--- config.mk ---
export PLATFORM = sky130hd
export DESIGN_NAME = pipe_hazard_ctrl
export DESIGN_NICKNAME = d
export VERILOG_FILES = /design/src/rtl/pipe_ctrl_pkg.sv /design/src/rtl/load_use_detect.sv /design/src/rtl/pipe_hazard_ctrl.sv
export SDC_FILE = /design/constraint.sdc
export NUM_CORES = 1
export LEC_CHECK = 0
export ABC_AREA = 1
export CAP_MARGIN = 20
export CORE_MARGIN = 5
export CORE_UTILIZATION = 43
export CTS_CLUSTER_SIZE = 8
export DETAILED_ROUTE_END_ITERATION = 10
export PLACE_DENSITY = 0.79
export SLEW_MARGIN = 10
export SYNTH_ARGS = -nofsm -noshare
export SYNTH_HDL_FRONTEND = slang
export SYNTH_SLANG_ARGS = --single-unit
--- constraint.sdc ---
create_clock -name clk -period 1.96 [get_ports clk]
set_input_delay 0.196 -clock clk [delete_from_list [all_inputs] [get_ports clk]]
set_output_delay 0.196 -clock clk [all_outputs]
set_load 0.01 [all_outputs]
--- src/rtl/pipe_ctrl_pkg.sv ---
// Shared types and constants for the pipeline hazard sequencer.
package pipe_ctrl_pkg;

    // Sequencer state: normal flow or EX occupied by a multi-cycle mul/div.
    typedef enum logic {
        RUN    = 1'b0,
        MULDIV = 1'b1
    } ctrl_state_e;

    // Register $zero never carries a real dependency.
    localparam logic [4:0] REG_ZERO = 5'd0;

    // Default timing constants.
    localparam int DEF_MULDIV_CYCLES = 4;
    localparam int DEF_MEM_TIMEOUT   = 15;
    localparam int DEF_CNT_W         = 4;

endpackage

--- src/rtl/load_use_detect.sv ---
// Load-use hazard detector: a load in EX writes a register the ID instruction reads.
module load_use_detect
    import pipe_ctrl_pkg::*;
(
    input  logic [4:0] id_rs,
    input  logic [4:0] id_rt,
    input  logic       id_uses_rt,
    input  logic       ex_mem_read,
    input  logic [4:0] ex_rt,
    output logic       luh
);

    // rs is always treated as a source; rt only when the ID instruction reads it.
    always_comb begin
        luh = ex_mem_read && (ex_rt != REG_ZERO) &&
              ((ex_rt == id_rs) || (id_uses_rt && (ex_rt == id_rt)));
    end

endmodule

--- src/rtl/pipe_hazard_ctrl.sv ---
// Stall/flush sequencer for the 5-stage pipeline: memory freeze with watchdog,
// taken-branch flush, mul/div EX occupancy and load-use bubbles.
module pipe_hazard_ctrl
    import pipe_ctrl_pkg::*;
#(
    parameter int MULDIV_CYCLES = DEF_MULDIV_CYCLES,
    parameter int MEM_TIMEOUT   = DEF_MEM_TIMEOUT,
    parameter int CNT_W         = DEF_CNT_W
) (
    input  logic       clk,
    input  logic       rst_n,
    input  logic [4:0] id_rs,
    input  logic [4:0] id_rt,
    input  logic       id_uses_rt,
    input  logic       id_is_muldiv,
    input  logic       ex_mem_read,
    input  logic [4:0] ex_rt,
    input  logic       branch_taken,
    input  logic       mem_req,
    input  logic       mem_ready,
    output logic       pc_en,
    output logic       ifid_en,
    output logic       ifid_flush,
    output logic       idex_en,
    output logic       idex_flush,
    output logic       exmem_en,
    output logic       exmem_flush,
    output logic       memwb_en,
    output logic       muldiv_busy,
    output logic       mem_err
);

    // A single-cycle mul/div needs no extra EX occupancy.
    localparam bit               MD_EN     = (MULDIV_CYCLES > 1);
    localparam logic [CNT_W-1:0] MD_LOAD   = CNT_W'(MULDIV_CYCLES - 2);
    localparam logic [CNT_W-1:0] WD_SAT    = CNT_W'(MEM_TIMEOUT);
    localparam logic [CNT_W-1:0] WD_LAST   = CNT_W'(MEM_TIMEOUT - 1);
    localparam logic [CNT_W-1:0] CNT_ONE   = CNT_W'(1);

    ctrl_state_e      state_reg, state_next;
    logic [CNT_W-1:0] mdcnt_reg, mdcnt_next;
    logic [CNT_W-1:0] wdcnt_reg, wdcnt_next;
    logic             err_reg, err_next;
    logic             luh;
    logic             freeze;

    load_use_detect u_luh (
        .id_rs       (id_rs),
        .id_rt       (id_rt),
        .id_uses_rt  (id_uses_rt),
        .ex_mem_read (ex_mem_read),
        .ex_rt       (ex_rt),
        .luh         (luh)
    );

    assign freeze = mem_req && !mem_ready;

    // State, mul/div countdown, watchdog and sticky error registers.
    always_ff @(posedge clk or negedge rst_n) begin
        if (!rst_n) begin
            state_reg <= RUN;
            mdcnt_reg <= '0;
            wdcnt_reg <= '0;
            err_reg   <= 1'b0;
        end else begin
            state_reg <= state_next;
            mdcnt_reg <= mdcnt_next;
            wdcnt_reg <= wdcnt_next;
            err_reg   <= err_next;
        end
    end

    // Next-state and stage enable/flush decode, highest-priority condition first.
    always_comb begin
        state_next  = state_reg;
        mdcnt_next  = mdcnt_reg;
        wdcnt_next  = '0;
        err_next    = err_reg;
        pc_en       = 1'b1;
        ifid_en     = 1'b1;
        ifid_flush  = 1'b0;
        idex_en     = 1'b1;
        idex_flush  = 1'b0;
        exmem_en    = 1'b1;
        exmem_flush = 1'b0;
        memwb_en    = 1'b1;
        muldiv_busy = (state_reg == MULDIV);
        mem_err     = err_reg;

        if (freeze) begin
            // Whole pipeline holds; the sequencer holds too, only the watchdog runs.
            pc_en      = 1'b0;
            ifid_en    = 1'b0;
            idex_en    = 1'b0;
            exmem_en   = 1'b0;
            memwb_en   = 1'b0;
            wdcnt_next = (wdcnt_reg == WD_SAT) ? wdcnt_reg : wdcnt_reg + CNT_ONE;
            if (wdcnt_reg >= WD_LAST) begin
                err_next = 1'b1;
            end
        end else if (state_reg == MULDIV) begin
            // EX holds the mul/div: upstream stalls, MEM receives bubbles.
            pc_en       = 1'b0;
            ifid_en     = 1'b0;
            idex_en     = 1'b0;
            exmem_flush = 1'b1;
            if (mdcnt_reg == '0) begin
                state_next = RUN;
            end else begin
                mdcnt_next = mdcnt_reg - CNT_ONE;
            end
        end else if (branch_taken) begin
            // Squash the two wrong-path instructions behind the branch.
            ifid_flush = 1'b1;
            idex_flush = 1'b1;
        end else if (luh) begin
            // Hold PC and IF/ID for one cycle and insert one bubble into EX.
            pc_en      = 1'b0;
            ifid_en    = 1'b0;
            idex_flush = 1'b1;
        end else if (id_is_muldiv && MD_EN) begin
            // Mul/div advances into EX normally, then occupies it.
            state_next = MULDIV;
            mdcnt_next = MD_LOAD;
        end

        // Everything is quiet while held in reset.
        if (!rst_n) begin
            pc_en       = 1'b0;
            ifid_en     = 1'b0;
            ifid_flush  = 1'b0;
            idex_en     = 1'b0;
            idex_flush  = 1'b0;
            exmem_en    = 1'b0;
            exmem_flush = 1'b0;
            memwb_en    = 1'b0;
            muldiv_busy = 1'b0;
        end
    end

endmodule
==> metrics.yaml <==
run_status:
  status: "finished clean"
synth:
  yosysWarnings: 0
  syn_area_um2: 849.6
  yosys-top-cells-area: "dfrtp_1 (29%), nand2_1 (18%), inv_1 (9.7%)"
  netlist_instances: 131
  yosysTopAreaCell: "dfrtp_1"
  ys_seq_area_frac: 0.2946
  syn_area_per_cell_um2: 6.485
  yosysTopAreaCellShare: 0.2946
  synth_cell_types: 25
  ys_seq_elements: 10
  syn_nets: 157
clock_network:
  clock_path_buffers: 2
  htreeDepth: 1
  holdBufCountCts: 0
  clkLatencyLatePin_ps: 270
  cts-buffers-inserted: 3
  cts_root_buf: "clkbuf_4"
  numClockSinks: 10
  cts_tree: "built"
  clk_pin_slew_ps: 70
detailed_routing:
  drtIter0Drc: 15
  ant_nets: 0
  wirelength_met1_um: 899
  finalWirelength_um: 2284
  met3_length_um: 158
  drc: 0
  routed-via-count: 954
  wire_per_inst_um: 11.65
  dr.pass1.iters: 4
  top_layer: "met4"
  wl_met2_um: 1155
  routed_via_density: 4.867
worst_setup_path:
  regToRegStartpoint: "mdcnt_reg[0]"
  r2r_end: "mdcnt_reg[3]"
  start_kind: "input port"
  ff2ff_setup_slack_ps: 410
  reg2reg_depth: 8
  cp_cell_sequence: "clkdlybuf4s50_1 -> nor2_4 -> nor2_1 -> nand2_1 -> inv_1 -> clkdlybuf4s50_1"
  crit_fanout: 4
  critPathSlowestCell: "clkdlybuf4s50_1"
  cpMostUsedCell: "clkdlybuf4s50_1"
  critPathCaptureType: "output port"
  cp.arrival_ps: 1670
  worstPathRequired_ps: 1760
  crit_buf_inv: 3
  crit_family: "buffers and inverters"
  critical_path_class: "in -> out"
  cpPeakStageDelay_ps: 530
  critical_path_depth: 6
floorplanning:
  num_rows: 16
  initial_core_util: 0.4421
  coreArea_um2: 1922
  dieArea_um2: 2965
  boundaryPins: 33
  die-width_um: 54.45
  die_h_um: 54.45
timing:
  post-route-period-util: 0.9541
  holdWs_ps: 249.0
  rsz0062_at_grt: "false"
  tns_ps: 0
  setup_ws_ps: 89.89
  clock.fmax_mhz: 534.7
  setup_viol: 0
  slew_headroom: 0.7976
  hold_viol: 0
  tightest_slew_ps: 300.8
  final_max_slew_viol_count: 0
  finClkSkew_ps: 3.066
  fin_crit_ps: 1870
placement:
  dp_slack_ps: -154.8
  numPortBuffers: 32
  dp_hpwl_um: 1925
  gp_congestion: 0.8352
grt:
  grt_pass1_vias: 955
  grt_pass1_wl_um: 3864
  grt_max_degree: 12
  grt_usage: 0.1771
  gr-total-overflow: 0
  grt_antenna_before_repair: 0
final_layout:
  multi_input_area_um2: 471.7
  area_growth_pct: 47.13
  diodes: 0
  nFillCells: 183
  nets: 196
  seq_area_um2: 250.2
  drive_gt1_frac: 0.1361
power_and_ir_drop:
  p_int_w: 0.0005742
  vdd_ir_drop_max_uv: 545.7
  pwr-share-clk: 0.197
  p_leak_nw: 0.6852
  switching_power_w: 0.0003746
  swShare: 0.3948
  seqPwrFrac: 0.320
  p_per_area_nw_per_um2: 759.0
  p_comb_frac: 0.483
worst_hold_path:
  worstHoldPathType: "in -> async"
flow_run:
  maxCapViolCount: 0
-- worst register-to-register path: cells and delay by family (launching register included) --
family,cells,cell delay (ps)
flops,1,400
simple gates,5,460
fa+ha+maj,1,210
compound gates,1,270
buf+inv,1,120
-- worst max-delay path by stage --
stage | to | slack (ps) | start
after global placement | idex_flush | -110 | ex_rt[4]
after floorplan | pc_en | 590 | mem_req
after detailed placement | idex_flush | -150 | ex_rt[1]
after CTS | ifid_flush | 40 | mem_ready
after global routing | idex_en | 40 | rst_n
final | idex_en | 90 | mem_ready
-- synthesized netlist by cell type --
cell type / number
nor2_1: 9
nand3_1: 11
o211a_4: 1
a21oi_1: 2
nor4_1: 1
nand3_4: 1
xnor2_1: 1
nand4_1: 2
nor3b_1: 1
nand2_4: 2
o21ai_1: 3
o211ai_1: 1
inv_1: 22
o21ai_0: 2
o22ai_1: 1
nor3_1: 2
o21bai_1: 1
inv_2: 8
ha_1: 3
nand2_2: 1
buf_4: 2
nand2_1: 40
a31oi_1: 3
nor2_4: 1
dfrtp_1: 10
-- metal layers --
metal	vias up	GRT usage
met2	30	0.3227
met1	424	0.1906
li1	490	-
met4	0	0.09544
met5	-	0
met3	10	0.03270
-- layout make-up --
| class | count | area share |
|---|---|---|
| multi-input cells | 89 | 0.3774 |
| flip-flops and latches | 10 | 0.2002 |
| inverters | 30 | 0.09009 |
| well taps | 27 | 0.02703 |
| clock buffers | 4 | 0.02903 |
| repair buffers | 36 | 0.2763 |
-- repair_timing --
item	CTS	global route
setup buffers	0	0
setup endpoints to repair	3	2
pin swaps	0	0
resized for setup	3	3
-- stage by stage --
step	cell area [µm²]	total power, W	cells	utilization
after global routing	1250	0.001032	196	0.6504
after global placement	1219	0.0007493	192	0.6341
after floorplan	849.6	0.0005856	131	-
final	1250	0.0009488	196	0.6504
after detailed placement	1219	0.0007754	192	0.6341
after CTS	1251	0.0009547	196	0.6510
-- cells in the final DEF (no fill, tap or decap), drive strengths merged --
| master | netlist | layout |
|---|---|---|
| nand4 | 2 | 2 |
| o22ai | 1 | 1 |
| nand2 | 43 | 43 |
| o21bai | 1 | 1 |
| nand3 | 12 | 12 |
| o21ai | 5 | 5 |
| dlymetal6s2s | 0 | 1 |
| o211ai | 1 | 1 |
| ha | 3 | 3 |
| clkbuf | 0 | 5 |
| o211a | 1 | 1 |
| a21oi | 2 | 2 |
| dlygate4sd2 | 0 | 2 |
| buf | 2 | 4 |
| a31oi | 3 | 3 |
| nor3b | 1 | 1 |
| clkdlybuf4s50 | 0 | 28 |
| nor3 | 2 | 2 |
| inv | 30 | 30 |
| dfrtp | 10 | 10 |
| xnor2 | 1 | 1 |
| nor4 | 1 | 1 |
| nor2 | 10 | 10 |
-- power by group through the flow --
stage / logic [W] / clock network, W / registers (W)
floorplan: 0.000294 / 0 / 0.000292
global placement: 0.000450 / 0 / 0.000299
detailed placement: 0.000468 / 0 / 0.000307
CTS: 0.000464 / 0.000188 / 0.000302
global route: 0.000518 / 0.000206 / 0.000308
finish: 0.000458 / 0.000187 / 0.000304
-- cell families (layout without fill, tap and decap cells) --
| group | count (synthesis) | after routing | share of synthesized area |
|---|---|---|---|
| compound gates | 14 | 14 | 0.1090 |
| xor+xnor | 1 | 1 | 0.01031 |
| fa+ha+maj | 3 | 3 | 0.04419 |
| buf+inv | 32 | 70 | 0.1502 |
| flops | 10 | 10 | 0.2946 |
| simple gates | 71 | 71 | 0.3918 |
(Power assumes the default switching activity.)
